===== src/rtl/tdc_chnl_buffer_pkg.sv =====
// Shared TDC readout definitions: overflow-marker format and drop-FSM state type.
package tdc_chnl_buffer_pkg;

  localparam logic [7:0]  MARKER_BYTE  = 8'hEE;
  localparam logic [15:0] DROP_CNT_MAX = 16'hFFFF;

  typedef enum logic {
    NORMAL = 1'b0,
    DROP   = 1'b1
  } drop_state_t;

  // Overflow marker: {EE, channel tag, number of words lost}
  function automatic logic [31:0] make_marker(input logic [7:0] id, input logic [15:0] cnt);
    return {MARKER_BYTE, id, cnt};
  endfunction

endpackage


===== src/rtl/tdc_chnl_buffer_fifo.sv =====
// First-word-fall-through synchronous FIFO: storage, wrapping pointers and exact occupancy.
module sync_fifo_fwft #(
  parameter int DEPTH = 16,
  parameter int WIDTH = 32
) (
  input  logic                   clk,
  input  logic                   rst,
  input  logic                   wr_en,
  input  logic [WIDTH-1:0]       wr_data,
  input  logic                   rd_en,
  output logic [WIDTH-1:0]       rd_data,
  output logic [$clog2(DEPTH):0] count
);

  localparam int AW = $clog2(DEPTH);
  localparam int CW = AW + 1;
  localparam logic [CW-1:0] FULL_CNT = CW'(DEPTH);

  logic [WIDTH-1:0] mem [DEPTH];
  logic [AW-1:0]    wr_ptr;
  logic [AW-1:0]    rd_ptr;
  logic             wr_ok;
  logic             rd_ok;

  assign wr_ok   = wr_en && (count != FULL_CNT);
  assign rd_ok   = rd_en && (count != '0);
  assign rd_data = mem[rd_ptr];

  // Storage is deliberately left out of reset so it can map onto RAM.
  always_ff @(posedge clk) begin
    if (wr_ok) mem[wr_ptr] <= wr_data;
  end

  always_ff @(posedge clk) begin
    if (rst) begin
      wr_ptr <= '0;
      rd_ptr <= '0;
      count  <= '0;
    end else begin
      if (wr_ok) wr_ptr <= wr_ptr + 1'b1;
      if (rd_ok) rd_ptr <= rd_ptr + 1'b1;
      case ({wr_ok, rd_ok})
        2'b10:   count <= count + 1'b1;
        2'b01:   count <= count - 1'b1;
        default: count <= count;
      endcase
    end
  end

endmodule


===== src/rtl/tdc_chnl_buffer.sv =====
// Per-channel TDC word buffer: FWFT FIFO with overflow drop/marker FSM and occupancy statistics.
module tdc_chnl_buffer
  import tdc_chnl_buffer_pkg::*;
#(
  parameter int          DEPTH  = 16,
  parameter logic [7:0]  TDC_ID = 8'h00
) (
  input  logic                   clk,
  input  logic                   rst,
  input  logic                   in_valid,
  input  logic [31:0]            in_data,
  input  logic                   clr_stats,
  output logic                   o_valid,
  input  logic                   o_ready,
  output logic [31:0]            o_data,
  output logic [$clog2(DEPTH):0] fifo_count,
  output logic [$clog2(DEPTH):0] high_water,
  output logic [31:0]            overflow_total,
  output logic                   dropping
);

  localparam int CW = $clog2(DEPTH) + 1;
  localparam logic [CW-1:0] FULL_CNT = CW'(DEPTH);

  drop_state_t   state, state_next;
  logic [15:0]   drop_cnt, drop_cnt_next;
  logic          wr_en;
  logic [31:0]   wr_data;
  logic          drop_word;
  logic          full;
  logic          pop;
  logic [CW-1:0] count_next;

  sync_fifo_fwft #(
    .DEPTH (DEPTH),
    .WIDTH (32)
  ) u_fifo (
    .clk     (clk),
    .rst     (rst),
    .wr_en   (wr_en),
    .wr_data (wr_data),
    .rd_en   (o_ready),
    .rd_data (o_data),
    .count   (fifo_count)
  );

  // Full is judged before any same-cycle pop, so a full FIFO never accepts a word.
  assign full       = (fifo_count == FULL_CNT);
  assign o_valid    = (fifo_count != '0);
  assign pop        = o_valid && o_ready;
  assign dropping   = (state == DROP);
  assign count_next = fifo_count + CW'(wr_en) - CW'(pop);

  always_ff @(posedge clk) begin
    if (rst) begin
      state    <= NORMAL;
      drop_cnt <= '0;
    end else begin
      state    <= state_next;
      drop_cnt <= drop_cnt_next;
    end
  end

  // The marker waits for an in_valid gap so it never steals a slot from live data.
  always_comb begin
    state_next    = state;
    drop_cnt_next = drop_cnt;
    wr_en         = 1'b0;
    wr_data       = in_data;
    drop_word     = 1'b0;
    case (state)
      NORMAL: begin
        if (in_valid) begin
          if (full) begin
            drop_word     = 1'b1;
            drop_cnt_next = 16'd1;
            state_next    = DROP;
          end else begin
            wr_en = 1'b1;
          end
        end
      end
      DROP: begin
        if (in_valid) begin
          drop_word = 1'b1;
          if (drop_cnt != DROP_CNT_MAX) drop_cnt_next = drop_cnt + 16'd1;
        end else if (!full) begin
          wr_en         = 1'b1;
          wr_data       = make_marker(TDC_ID, drop_cnt);
          drop_cnt_next = '0;
          state_next    = NORMAL;
        end
      end
      default: state_next = NORMAL;
    endcase
  end

  always_ff @(posedge clk) begin
    if (rst) begin
      overflow_total <= '0;
      high_water     <= '0;
    end else if (clr_stats) begin
      overflow_total <= '0;
      high_water     <= fifo_count;
    end else begin
      if (drop_word && (overflow_total != 32'hFFFF_FFFF)) overflow_total <= overflow_total + 32'd1;
      if (count_next > high_water) high_water <= count_next;
    end
  end

endmodule


===== config.mk =====
export PLATFORM = sky130hd
export DESIGN_NAME = tdc_chnl_buffer
export DESIGN_NICKNAME = d
export VERILOG_FILES = /design/src/rtl/tdc_chnl_buffer_pkg.sv /design/src/rtl/tdc_chnl_buffer_fifo.sv /design/src/rtl/tdc_chnl_buffer.sv
export SDC_FILE = /design/constraint.sdc
export NUM_CORES = 1
export LEC_CHECK = 0
export CAP_MARGIN = 40
export CELL_PAD_IN_SITES_DETAIL_PLACEMENT = 1
export CELL_PAD_IN_SITES_GLOBAL_PLACEMENT = 1
export CORE_MARGIN = 2
export CORE_UTILIZATION = 47
export CTS_CLUSTER_DIAMETER = 50
export DETAILED_ROUTE_END_ITERATION = 10
export PLACE_DENSITY_LB_ADDON = 0.1
export SLEW_MARGIN = 15
export SYNTH_ARGS = -nofsm -noshare
export SYNTH_HDL_FRONTEND = slang
export SYNTH_SLANG_ARGS = --single-unit

===== constraint.sdc =====
create_clock -name clk -period 4.7 [get_ports clk]
set_input_delay 0.94 -clock clk [delete_from_list [all_inputs] [get_ports clk]]
set_output_delay 0.94 -clock clk [all_outputs]
set_load 0.005 [all_outputs]

==> out/results.ini, run 1 <==
[timing]
fmax_ghz=0.229
grt_setup_unrepaired=no
finalMaxSlewViolations=0
clock-skew-final_ns=0.0265
finalSetupTns_ns=0
worst_hold_slack_ns=0.497
min_period_over_period_pct=92.7
tightest_slew_ns=0.782
slew_headroom_pct=47.9
hold_viol_final=0
layout_min_cycle_time_ns=4.36
setup_viol=0

[drt]
vias=12500
drc_errors=0
wl_per_cell_um=25.5
routed_wl_um=54500
ant_nets=0
first_pass_iters=5
vias_per_cell=5.83
dr.first_iter.drc_count=772

[critical_path]
crit_path_end_kind=register
critPathArrivalTime_ns=4.85
r2r_cells=19
cp_max_fo=6
critPathLaunchType=register
ff2ff_setup_slack_ns=0.34
reg2reg_from=u_fifo.count[2]
worst_ep_required_time_ns=5.19
worstReg2RegEnd=high_water[2]
worstSetupPathType=register to register

[yosys]
ys_top_cells_by_area=edfxtp_1, mux4_2, dfxtp_1, ha_1, nor2_1
netlist_area_um2=23600
synth_fp_nets=1303
synth_edf_count=512
yosys.area_share.xor_xnor_pct=0.706
synth.most_common_cell=edfxtp_1
synth_top_cell_by_area=edfxtp_1
synthMuxAreaShare_pct=16.3
synth_area_per_cell_um2=19.0
yosys.area.top_type_share_pct=65.2
synth_flop_cell=edfxtp_1
seq_area_frac_synth_pct=71.2
synth-simple-area-share_pct=5.63
synth_cell_types=69
synth-adder-area-share_pct=1.34
yosys_warnings=0
synth_compound_area_share_pct=3.24
synth_top_family_by_area=multiplexers
synth_commonest_cells=edfxtp_1, mux4_2, dfxtp_1
synthCells=1242
ys_seq_elements=583
synthArstFlopShare_pct=0

[clock_tree]
clock_path_buffers=3
numClockSinks=583
cts_setup_buffers=0
cts_resized=0
cts_tree=done
holdBufCountCts=0
cts_root_buffer=clkbuf_16
clock_latency_ns=0.59
htree_levels=3
cts_buffers=66
path_clk_slew_ns=0.06

[pwr]
comb_power_share_pct=22.5
switching_share_pct=25.5
p_leak_nw=8.85
powerDensity_nw_per_um2=509
vdd_ir_drop_max_mv=0.821
intPower_mw=10.6
power_switching_mw=3.65
pwr-share-seq_pct=42.0
clkPwrFrac_pct=35.5

[min_path]
worst_hold_startpoint=overflow_total[27]
whs_path_depth=2
hold_class=register to register
hold_end=overflow_total[27]

[floorplan]
initial_core_util_pct=47.3
core_area_um2=49900
io_pins=113
fp.dieH_um=228
rows=82
die_area_um2=52000
die_x_um=228

[global_route]
antenna_found_initial=0
grt_overflow=0
grt_pass1_wl_um=83600
track_usage_pct=21.4
first_global_vias=13600
grt_max_degree=44

[layout]
area.growth.synth_to_final_pct=19.2
drive_gt1_share_pct=25.2
fin_util_pct=56.4
final_net_count=1477
fillCellCount=4471
num_antenna_cells=0

[placed_design]
dpl.hpwl_um=31300
place.gp.congestion=0.805
io_buffers=112

[run_status]
status=complete, no violations

[job]
cap_viol_max_count=0

## stage by stage
stage	power, mW	area (um2)	std cells	setup slack (ns)
global placement	9.23	25900	2010	0.0747
floorplan	8.08	23600	1242	0.177
detailed placement	9.33	25900	2011	-0.0707
global route	14.9	28100	2137	0.0145
finish	14.3	28100	2137	0.342
CTS	14.4	28000	2128	0.272
## final cells by class
cell class | count | area, um2 | share of cell area, %
flip-flops and latches | 583 | 16800 | 59.8
inverters | 27 | 101 | 0.361
clock inverters | 33 | 355 | 1.26
clock buffers | 84 | 1780 | 6.34
multi-input cells | 571 | 6560 | 23.3
repair buffers | 167 | 1660 | 5.90
well taps | 672 | 841 | 2.99
## worst max-delay path: stages (launching register included)
cell      delay (ns)
dfxtp_1         0.36
inv_1           0.10
ha_1            0.15
or4b_2          0.60
and2_1          0.20
ha_1            0.29
inv_1           0.06
ha_1            0.17
inv_1           0.06
fa_1            0.39
nand2b_1        0.16
a21oi_1         0.17
xnor2_1         0.19
ha_1            0.29
nand4_1         0.17
nor2_1          0.10
o32ai_4         0.31
buf_4           0.19
mux2i_1         0.07
a211oi_1        0.25
## power groups by stage
stage	Combinational, mW	Sequential [mW]	Clock (mW)
after floorplan	2.05	6.03	0
after global placement	3.13	6.11	0
after global routing	3.53	6.03	5.36
after detailed placement	3.21	6.12	0
final	3.22	6.00	5.07
after CTS	3.22	6.01	5.19
## layout by cell type (no fill, tap or decap), drive strengths merged, types with 5 or more instances in the layout
cell,count
a211o,5
or2,7
inv,33
mux2,16
o21ai,18
nor4,6
clkbuf,84
clkinv,18
and3,10
nand3,18
or4,5
xor2,7
buf,55
nor3,18
ha,22
nand4,19
nor2b,13
nor2,51
clkdlybuf4s50,112
nand2b,6
o31ai,7
dfxtp,71
mux2i,7
mux4,160
nand2,41
bufinv,6
edfxtp,512
or3,17
a311oi,6
a211oi,8
a21oi,38
and4,8
xnor2,12
## sequential cells by signal, summed over array words and instances (netlist names), named ones only
name            flops
drop_cnt           16
u_fifo.wr_ptr       4
dropping            1
u_fifo.count        5
overflow_total     32
u_fifo.rd_ptr       4
high_water          5
u_fifo.mem        512
## logic make-up after synthesis
logic type	count (synthesis)
compound gates	112
xor+xnor	19
fa+ha+maj	24
buf+inv	88
flops	583
mux	183
simple gates	233
## layer usage
metal  vias to the layer above  global-route usage (%)  part of all wire (%)
li1                       5457                       -                     -
met1                      6610                    29.3                    43
met3                        80                    3.64                   4.9
met4                         0                    7.03                   2.3
met5                         -                       0                     0
met2                       315                    35.3                    50
## worst max path at each step
stage	start	endpoint	slack, ns	cells past startpoint
finish	u_fifo.count[2]	high_water[2]	0.34	19
detailed placement	in_valid	high_water[2]	-0.07	19
global route	u_fifo.count[2]	high_water[2]	0.01	19
floorplan	in_valid	u_fifo.mem[3][0]	0.18	5
global placement	in_valid	high_water[2]	0.07	19
CTS	u_fifo.count[2]	high_water[2]	0.27	19
Note: power is estimated with default switching activity, not from simulation.
==> run 2, diff against run 1 <==
--- a/config.mk
+++ b/config.mk
@@ -5,12 +5,12 @@
 export SDC_FILE = /design/constraint.sdc
 export NUM_CORES = 1
 export LEC_CHECK = 0
-export CAP_MARGIN = 40
 export CELL_PAD_IN_SITES_DETAIL_PLACEMENT = 1
 export CELL_PAD_IN_SITES_GLOBAL_PLACEMENT = 1
 export CORE_MARGIN = 2
 export CORE_UTILIZATION = 47
 export CTS_CLUSTER_DIAMETER = 50
+export CTS_CLUSTER_SIZE = 16
 export DETAILED_ROUTE_END_ITERATION = 10
 export PLACE_DENSITY_LB_ADDON = 0.1
 export SLEW_MARGIN = 15
==> run 2 against run 1 <==
- core utilization shrank 0.54 points
- highest routed layer unchanged
- maximum frequency is essentially flat
- clock skew shrank 0.0049 ns
- final cell count shrank 1.2%
- cell area shrank 0.97%
- hold slack gained 0.0074 ns
- sequential power is essentially flat
- global-route usage shrank 0.12 points
- die area is the same
- non-clock buffer count shrank 10
==> out/results.ini, run 2 (same netlist as run 1, synthesis figures left out) <==
[pwr]
comb_power_share_pct=23.1  ; +0.6 points
p_leak_nw=8.70  ; -1.7%
clkPwrFrac_pct=33.8  ; -1.7 points
vdd_ir_drop_max_mv=0.807  ; -1.7%
power_mw=13.9  ; -2.7%
intPower_mw=10.2  ; -4.0%
switching_share_pct=26.5  ; +0.98 points
power_switching_mw=3.68  ; +1.1%
pwr-share-seq_pct=43.1  ; +1.1 points
powerDensity_nw_per_um2=500  ; -1.7%

[timing]
grt_setup_unrepaired=no
tightest_slew_ns=1.05  ; +0.267 ns
finalSetupTns_ns=0  ; unchanged
setup_viol=0  ; unchanged
hold_viol_final=0  ; unchanged
fmax_ghz=0.229  ; about the same
slew_headroom_pct=30.0  ; -18 points
min_period_over_period_pct=92.8  ; about the same
finalMaxSlewViolations=0  ; unchanged
clock-skew-final_ns=0.0215  ; -0.00494 ns
layout_min_cycle_time_ns=4.36  ; +0.00159 ns

[drt]
vias=12200  ; -1.9%
ant_nets=0  ; unchanged
routed_wl_um=54100  ; -0.69%
wl_per_cell_um=25.6  ; +0.53%
first_pass_iters=5  ; unchanged
vias_per_cell=5.79  ; -0.66%
drc_errors=0  ; unchanged
dr.first_iter.drc_count=943  ; +22%

[job]
cap_viol_max_count=0  ; unchanged

[layout]
largest_reg_flops=512  ; unchanged
area.growth.synth_to_final_pct=18.0
num_antenna_cells=0  ; unchanged
final_net_count=1458  ; -1.3%
top_regs=u_fifo.mem: 512 flops, overflow_total: 32 flops, drop_cnt: 16 flops
final_area_um2=27800  ; -0.97%
drive_gt1_share_pct=24.7  ; -0.45 points
mostFrequentLayoutCells=edfxtp_1, mux4_2, clkdlybuf4s50_1, dfxtp_1, clkbuf_16
final_common_cell=edfxtp_1
final_cells=2111  ; -1.2%
top_register=u_fifo.mem

[placed_design]
post_dp_cell_area_um2=25900  ; about the same
dpl.hpwl_um=31300  ; -0.15%
place.gp.congestion=0.805  ; unchanged
post-place-cells=2010  ; -0.050%
io_buffers=112  ; unchanged

[critical_path]
worstSetupPathType=register to register
crit_end=high_water[2]
crit_path_end_kind=register
cp_slowest_stage_delay_ns=0.60  ; about the same
critical_path_depth=19  ; unchanged
critPathTopFamily=adder cells
cp_max_fo=6  ; unchanged
critPathLaunchType=register
cp_common_cell=ha_1
slowest_stage=or4b_2
critPathArrivalTime_ns=4.87  ; +0.02 ns
r2r_cells=19  ; unchanged
cp_cell_sequence=inv_1 -> ha_1 -> or4b_2 -> and2_1 -> ha_1 -> inv_1 -> ha_1 -> inv_1 -> fa_1 -> nand2b_1 -> a21oi_1 -> xnor2_1 -> ha_1 -> nand4_1 -> nor2_1 -> o32ai_4 -> buf_4 -> mux2i_1 -> a211oi_1
reg2reg_from=u_fifo.count[2]
ff2ff_setup_slack_ns=0.34  ; about the same
worstReg2RegEnd=high_water[2]
cp-startpoint=u_fifo.count[2]
worst_ep_required_time_ns=5.21  ; +0.02 ns
worstPathBufferInverterCount=4  ; unchanged

[floorplan]
rows=82  ; unchanged
die_area_um2=52000  ; unchanged
die_x_um=228  ; unchanged
io_pins=113  ; unchanged
fp.dieH_um=228  ; unchanged
initial_core_util_pct=47.3  ; unchanged
core_area_um2=49900  ; unchanged

[global_route]
first_global_vias=13500  ; -0.80%
track_usage_pct=21.3  ; -0.12 points
busiest_layer=met2
grt_use_met1_pct=29.4  ; +0.067 points
grt_overflow=0  ; unchanged
met2_usage_pct=35.4  ; +0.067 points
antenna_found_initial=0  ; unchanged
grt_pass1_wl_um=83400  ; -0.28%
use_met3_pct=3.20  ; -0.44 points
grt_max_degree=44  ; unchanged

[clock_tree]
cts_tree=done
cts_root_buffer=clkbuf_16
cts_buffers=57  ; -14%
clock_path_buffers=3  ; unchanged
cts_setup_buffers=0  ; unchanged
htree_levels=2  ; -1
numClockSinks=583  ; unchanged
path_clk_slew_ns=0.06  ; about the same
clock_latency_ns=0.62  ; +0.03 ns

[run_status]
status=complete, no violations

[min_path]
whs_path_depth=2  ; unchanged
hold_class=register to register

run 2: changes by cell type in the layout (fill, tap and decap cells not counted), sizes merged:
cell / before / now
bufinv: 6 / 5
clkbuf: 84 / 64
buf: 55 / 45
inv: 33 / 35
clkinv: 18 / 21
run 2: worst min path at each step:
stage / slack (ns) / startpoint / to
after floorplan: 0.47 / overflow_total[27] / overflow_total[27]
after global placement: 0.48 / overflow_total[27] / overflow_total[27]
after detailed placement: 0.49 / overflow_total[27] / overflow_total[27]
after CTS: 0.51 / overflow_total[27] / overflow_total[27]
after global routing: 0.55 / overflow_total[27] / overflow_total[27]
final: 0.50 / overflow_total[27] / overflow_total[27]
run 2: power by group through the flow:
stage	clock network [mW]	logic, mW	registers (mW)
2_1_floorplan	0	2.05	6.03
3_3_place_gp	0	3.13	6.11
3_5_place_dp	0	3.21	6.12
4_1_cts	4.81	3.22	6.00
5_1_grt	4.97	3.51	6.02
6_report	4.70	3.21	6.00
run 2: stage by stage:
| stage | hold slack [ns] | util, % | worst slack [ns] |
|---|---|---|---|
| after CTS | 0.509 | 55.8 | 0.257 |
| after floorplan | 0.468 | - | 0.177 |
| after global routing | 0.546 | 55.8 | 0.0249 |
| final | 0.504 | 55.8 | 0.340 |
| after detailed placement | 0.488 | 51.9 | -0.0811 |
| after global placement | 0.482 | 51.9 | 0.0747 |
run 2: layout make-up:
type                       count  area, um2
clock buffer                  64       1500
timing repair buffer         157       1580
clock inverter                37        447
sequential                   583      16800
inverter                      27        101
tap                          672        841
fill                        4487      22000
multi-input combinational    571       6560
run 2: timing repair:
item / in CTS / in global routing
hold buffers: 0 / 0
resized for setup: 0 / 1
setup endpoints to repair: 0 / 1
run 2: worst register-to-register path, stage by stage (launching register included):
cell	delay (ns)
dfxtp_1	0.36
inv_1	0.10
ha_1	0.15
or4b_2	0.60
and2_1	0.20
ha_1	0.29
inv_1	0.06
ha_1	0.16
inv_1	0.06
fa_1	0.39
nand2b_1	0.16
a21oi_1	0.18
xnor2_1	0.18
ha_1	0.29
nand4_1	0.18
nor2_1	0.10
o32ai_4	0.30
buf_4	0.19
mux2i_1	0.07
a211oi_1	0.26
run 2: routing by layer:
layer	vias up	routed length, um	share of wire (%)
met1	6454	23600	44
met3	85	2370	4.4
li1	5402	-	-
met2	288	26800	50
met4	0	1320	2.4
met5	-	0	0
==> edit 1: new RTL, settings of run 2 <==
`DEPTH` is set to 16 in 2 places; all go to 32.
--- a/src/rtl/tdc_chnl_buffer_fifo.sv
+++ b/src/rtl/tdc_chnl_buffer_fifo.sv
@@ -1,6 +1,6 @@
 // First-word-fall-through synchronous FIFO: storage, wrapping pointers and exact occupancy.
 module sync_fifo_fwft #(
-  parameter int DEPTH = 16,
+  parameter int DEPTH = 32,
   parameter int WIDTH = 32
 ) (
   input  logic                   clk,
--- a/src/rtl/tdc_chnl_buffer.sv
+++ b/src/rtl/tdc_chnl_buffer.sv
@@ -2,7 +2,7 @@
 module tdc_chnl_buffer
   import tdc_chnl_buffer_pkg::*;
 #(
-  parameter int          DEPTH  = 16,
+  parameter int          DEPTH  = 32,
   parameter logic [7:0]  TDC_ID = 8'h00
 ) (
   input  logic                   clk,
Ports: changed (resized fifo_count and high_water); port bits go from 113 to 115. The function was not compared with the original's and may differ.
==> edit 1 against run 2 <==
Total power increased by 82%; design area increased by 83%; worst setup slack got worse by 0.11 ns; critical path depth decreased by 13; via count increased by 82%; clock skew increased by 0.00067 ns; synthesized area increased by 85%; sequential power increased by 87%; sequential cell count increased by 517; global-route usage increased by 2.2 points; clock power increased by 94%; routed wire length increased by 100%; register-to-register slack improved by 0.25 ns; critical path type is now reg2out.
==> edit 1: results (changes against run 2) <==
| Metric | Value |
|---|---|
| Regs by FF count | `u_fifo.mem (1024), overflow_total (32), drop_cnt (16) (was u_fifo.mem (512), overflow_total (32), drop_cnt (16))` |
| Synth cell types | `73 (was 69)` |
| Routed WL | `110000 µm (was 54100 µm)` |
| H-tree depth | `3 (was 2)` |
| Lkg Pwr | `15.7 nW (was 8.70 nW)` |
| Largest net degree at the start of global routing | `59 (was 44)` |
| Routability cong. | `0.763 (was 0.805)` |
| Sequential cells | `1100 (was 583)` |
| Nets@finish | `2439 (was 1458)` |
| Worst reg2reg startpoint | `u_fifo.count[3]$_SDFFE_PP0P_ (was u_fifo.count[2]$_SDFFE_PP0P_)` |
| Initial antenna violation count | `3 (was 0)` |
| Vias in the first global route | `23.6k (was 13.5k)` |
| Worst reg2reg endpoint | `high_water[5]$_SDFFE_PP0P_ (was high_water[2]$_SDFFE_PP0P_)` |
| Worst-Skew Late Latency | `0.68 ns (was 0.62 ns)` |
| Status | `completed (unchanged)` |
| R2R cell count | `18 (was 19)` |
| #MultiIn Comb | `908 (was 571)` |
| Synth top area cells | `edfxtp_1 71%, mux4_2 13%, dfxtp_1 3.5% (was edfxtp_1 65%, mux4_2 15%, dfxtp_1 6.0%)` |
| Global-route usage over all layers | `0.235 (was 0.213)` |
| Sequential cell area | `32300 µm² (was 16800 µm²)` |
| Global-route wire length before repair | `161000 µm (was 83400 µm)` |
| CP peak stage delay | `0.62 ns (was 0.60 ns)` |
| Critical setup path kind | `reg2out (was reg2reg)` |
| Num CTS Buffers | `113 (was 57)` |
| Layout clock area frac | `0.0754 (was 0.0698)` |
| Arrival @ worst endpoint | `3.53 ns (was 4.87 ns)` |
| Vias/cell | `5.98 (was 5.79)` |
| Slowest CP cell | `clkdlybuf4s50_1 (was or4b_2)` |
| Proportion of layout cells with a drive suffix above 1 | `0.266 (was 0.247)` |
| Switching component of the power | `6.77 mW (was 3.68 mW)` |
| Commonest cells post-synth | `1024 x edfxtp_1, 256 x mux4_2, 139 x mux2i_1 (was 512 x edfxtp_1, 160 x mux4_2, 71 x dfxtp_1)` |
| Critical Path Sink | `o_data[21] (was high_water[2]$_SDFFE_PP0P_)` |
| Net Count, Synth | `2215 (was 1303)` |
| DP Wirelength | `63400 µm (was 31300 µm)` |
| Number of clock buffers in the layout | `121 (was 64)` |
| Worst rel slew slack | `0.310 (was 0.300)` |
| Repair and plain buffers | `226 (was 157)` |
| Port-buffer cells | `114 (was 112)` |
| Inverters | `24 (was 27)` |
| Pre-CTS worst setup slack | `0.127 ns (was -0.0811 ns)` |
| Seq/Total Area, Yosys | `0.741 (was 0.712)` |
| 1st-iter DRT viols | `2044 (was 943)` |
| # fillers | `7955 (was 4487)` |
| Max FO, Critical Path | `58 (was 6)` |
[edit 1: cell types whose count changed in the layout (fill, tap and decap cells not counted), sizes merged, moves of 23 or more]
| cell | run 2 | this run |
|---|---|---|
| edfxtp | 512 | 1024 |
| a221oi | 0 | 32 |
| buf | 45 | 112 |
| inv | 35 | 58 |
| mux4 | 160 | 256 |
| a22o | 0 | 32 |
| clkbuf | 64 | 121 |
| mux2i | 7 | 140 |
| nor2 | 51 | 77 |
[edit 1: worst register-to-register path: stages, from the launching register on]
cell      delay, ns
dfxtp_1        0.43
inv_1          0.12
ha_1           0.24
and4bb_1       0.25
nor2_2         0.14
inv_1          0.07
ha_1           0.27
inv_1          0.04
ha_1           0.20
fa_1           0.39
a21oi_1        0.14
o21bai_1       0.08
xor2_1         0.19
ha_1           0.30
a21oi_1        0.15
a21boi_0       0.09
o32a_1         0.40
or4_1          0.41
o311ai_0       0.10
[edit 1: routing by layer]
layer	GRT usage	up-vias	part of all wire
li1	-	9413	-
met3	0.0388	156	0.052
met4	0.0618	4	0.022
met2	0.386	594	0.49
met5	0	-	0.00030
met1	0.327	12000	0.43
[edit 1: cell families (layout without fill, tap and decap cells)]
family                     Yosys count  count (layout)  synth area share
DFF                               1100            1100             0.741
muxes                              412             412             0.169
and+or+nand+nor                    272             272            0.0340
AOI/OAI and AO/OA                  171             171            0.0290
buffers and inverters              141             464            0.0139
adders and majority gates           29              29           0.00867
xor gates and xnor gates            24              24           0.00483
[edit 1: power by group through the flow]
stage                     registers, mW  clock network [mW]  logic, mW
after floorplan                    11.3                   0       3.24
after global placement             11.4                   0       4.92
after detailed placement           11.4                   0       5.04
after CTS                          11.2                9.31       5.07
after global routing               11.2                9.68       5.42
final                              11.2                9.14       4.99
[edit 1: how the worst min path moves through the flow]
stage | start | end | slack, ns
global route | overflow_total[29]$_SDFFE_PP0P_ | overflow_total[29]$_SDFFE_PP0P_ | 0.52
CTS | overflow_total[29]$_SDFFE_PP0P_ | overflow_total[29]$_SDFFE_PP0P_ | 0.50
floorplan | drop_cnt[15]$_SDFFE_PP0P_ | drop_cnt[15]$_SDFFE_PP0P_ | 0.46
detailed placement | overflow_total[29]$_SDFFE_PP0P_ | overflow_total[29]$_SDFFE_PP0P_ | 0.48
global placement | overflow_total[29]$_SDFFE_PP0P_ | overflow_total[29]$_SDFFE_PP0P_ | 0.48
finish | overflow_total[29]$_SDFFE_PP0P_ | overflow_total[29]$_SDFFE_PP0P_ | 0.50
[edit 1: per-stage QoR]
stage / power, mW / cell area [µm²] / std cells
final: 25.3 / 51100 / 3715
after global routing: 26.3 / 51100 / 3715
after CTS: 25.6 / 51100 / 3715
after detailed placement: 16.4 / 47200 / 3501
after global placement: 16.3 / 47200 / 3501
after floorplan: 14.6 / 43600 / 2149
==> edit 2: new RTL, settings of run 2 <==
Made on the original files. Reset style: asynchronous (`rst`), changed in 3 clocked blocks.
--- a/src/rtl/tdc_chnl_buffer_fifo.sv
+++ b/src/rtl/tdc_chnl_buffer_fifo.sv
@@ -31,7 +31,7 @@
     if (wr_ok) mem[wr_ptr] <= wr_data;
   end
 
-  always_ff @(posedge clk) begin
+  always_ff @(posedge clk or posedge rst) begin
     if (rst) begin
       wr_ptr <= '0;
       rd_ptr <= '0;
--- a/src/rtl/tdc_chnl_buffer.sv
+++ b/src/rtl/tdc_chnl_buffer.sv
@@ -51,7 +51,7 @@
   assign dropping   = (state == DROP);
   assign count_next = fifo_count + CW'(wr_en) - CW'(pop);
 
-  always_ff @(posedge clk) begin
+  always_ff @(posedge clk or posedge rst) begin
     if (rst) begin
       state    <= NORMAL;
       drop_cnt <= '0;
@@ -95,7 +95,7 @@
     endcase
   end
 
-  always_ff @(posedge clk) begin
+  always_ff @(posedge clk or posedge rst) begin
     if (rst) begin
       overflow_total <= '0;
       high_water     <= '0;
Check against the original RTL: differs if rst is asserted again (counterexample within 4 cycles, from zero or initial values and one cycle with rst high); with rst held inactive, the same outputs for 4 cycles.
==> edit 2 against run 2 <==
Final cell count fell by 2.0%; first-iteration DRC count fell by 13%; design area fell by 0.31%; synthesized cell count fell by 2.7%; combinational power rose by 63%; fmax rose by 5.8%; worst setup slack improved by 0.24 ns; sequential cell count fell by 4; global-route usage rose by 0.22 points; routed wire length rose by 0.33%; total power rose by 19%; via count fell by 2.2%; synthesized area barely moved; largest power group unchanged.
==> edit 2: results (changes against run 2) <==
| Metric | Value |
|---|---|
| Status | `completed (unchanged)` |
| Vias in the first global route | `13.1k (was 13.5k)` |
| Complex-gate fraction of the synthesized area | `0.0270 (was 0.0324)` |
| 1st-iter DRT viols | `823 (was 943)` |
| Lkg Pwr | `9.02 nW (was 8.70 nW)` |
| Commonest cells post-synth | `512 x edfxtp_1, 160 x mux4_2, 67 x dfrtp_1 (was 512 x edfxtp_1, 160 x mux4_2, 71 x dfxtp_1)` |
| Global-route wire length before repair | `83700 µm (was 83400 µm)` |
| Routability cong. | `0.763 (was 0.805)` |
| Clk_skew | `0.0204 ns (was 0.0215 ns)` |
| Seq/Total Area, Yosys | `0.724 (was 0.712)` |
| Worst reg2reg endpoint | `high_water[2]$_DFFE_PP0P_ (was high_water[2]$_SDFFE_PP0P_)` |
| Worst reg2reg startpoint | `u_fifo.count[2]$_DFFE_PP0P_ (was u_fifo.count[2]$_SDFFE_PP0P_)` |
| Mux cell area share after synthesis | `0.166 (was 0.163)` |
| Worst setup path start | `u_fifo.rd_ptr[0]$_DFFE_PP0P_ (was u_fifo.count[2]$_SDFFE_PP0P_)` |
| Initial antenna violation count | `1 (was 0)` |
| Final setup vio count | `0 (unchanged)` |
| Num CTS Buffers | `54 (was 57)` |
| Routed WL | `54300 µm (was 54100 µm)` |
| Global-route usage over all layers | `0.215 (was 0.213)` |
| Net Count, Synth | `1270 (was 1303)` |
| Measured slew at the worst slew-check pin | `1.03 ns (was 1.05 ns)` |
| TritonRoute pass-1 iters | `4 (was 5)` |
| Synth top area cells | `edfxtp_1 65%, mux4_2 15%, dfrtp_1 7.1% (was edfxtp_1 65%, mux4_2 15%, dfxtp_1 6.0%)` |
| Placed Cells | `1973 (was 2010)` |
| Nets@finish | `1418 (was 1458)` |
| Proportion of layout cells with a drive suffix above 1 | `0.253 (was 0.247)` |
| Async SR Flop Fraction | `0.116 (was 0)` |
| Flop2flop setup slack | `0.65 ns (was 0.34 ns)` |
| Vias/cell | `5.78 (was 5.79)` |
| CP peak stage delay | `0.57 ns (was 0.60 ns)` |
| Hold path start | `drop_cnt[8]$_DFFE_PP0P_ (was overflow_total[27]$_SDFFE_PP0P_)` |
| R2R cell count | `21 (was 19)` |
| Max FO, Critical Path | `47 (was 6)` |
| Synth cell types | `53 (was 69)` |
| Arrival @ worst endpoint | `3.18 ns (was 4.87 ns)` |
| Fin cells | `2068 (was 2111)` |
| DP Wirelength | `31700 µm (was 31300 µm)` |
| XOR/XNOR share of the synthesized area | `0.00706 (about the same)` |
| Critical Path Sink | `o_data[2] (was high_water[2]$_SDFFE_PP0P_)` |
| Synth Instances | `1209 (was 1242)` |
| Slowest CP cell | `dfrtp_4 (was or4b_2)` |
| Worst IR Drop VDD | `0.355 mV (was 0.807 mV)` |
[edit 2: worst reg2reg max path: stages (launching register included)]
cell	delay, ns
dfrtp_1	0.44
inv_1	0.10
ha_1	0.21
and4bb_1	0.21
nor2_1	0.14
inv_1	0.07
ha_1	0.27
inv_1	0.06
ha_1	0.16
inv_1	0.06
fa_1	0.36
nand2b_1	0.15
a21oi_1	0.16
o21ai_0	0.11
and2_1	0.16
ha_1	0.28
and3_1	0.19
and3_1	0.18
a31oi_1	0.13
buf_4	0.18
mux2i_1	0.19
o21ai_0	0.09
[edit 2: through the flow]
step                      worst slack [ns]  cell area [µm²]  total power [mW]  hold WS (ns)  utilization
after floorplan                      0.154            23600              9.99         0.475            -
after global placement             -0.0199            25900              12.1         0.518        0.519
after detailed placement           -0.0310            25900              12.2         0.526        0.519
after CTS                            0.500            27700              16.8         0.543        0.556
after global routing                 0.333            27700              17.3         0.571        0.556
final                                0.580            27700              16.5         0.556        0.556
[edit 2: layer usage]
layer	global-route usage	share of wire	vias up
met5	0	0	-
met4	0.0484	0.019	0
met3	0.0365	0.053	77
met2	0.359	0.49	295
met1	0.300	0.43	6368
li1	-	-	5216
[edit 2: cells by family after synthesis]
family | Yosys count
fa+ha+maj | 25
simple gates | 197
compound gates | 107
mux | 188
xor+xnor | 19
flops | 579
buf+inv | 94
[edit 2: power breakdown]
group	total, mW	switching, mW	internal, mW
Clock	4.55	2.04	2.51
Sequential	6.76	0.429	6.33
Combinational	5.22	2.44	2.78
[edit 2: cell type report]
cell class,instances,area [µm²]
fillers,4420,22100
flip-flops and latches,579,17100
multi-input cells,536,6220
repair buffers,156,1660
clock buffers,62,1420
well taps,672,841
clock inverters,33,425
inverters,30,113
[edit 2: how the worst min path moves through the flow]
| stage | to | cells past startpoint |
|---|---|---|
| after floorplan | drop_cnt[14]$_DFFE_PP0P_ | 1 |
| after global placement | drop_cnt[5]$_DFFE_PP0P_ | 2 |
| after detailed placement | drop_cnt[5]$_DFFE_PP0P_ | 2 |
| after CTS | drop_cnt[8]$_DFFE_PP0P_ | 1 |
| after global routing | drop_cnt[8]$_DFFE_PP0P_ | 1 |
| final | drop_cnt[8]$_DFFE_PP0P_ | 1 |
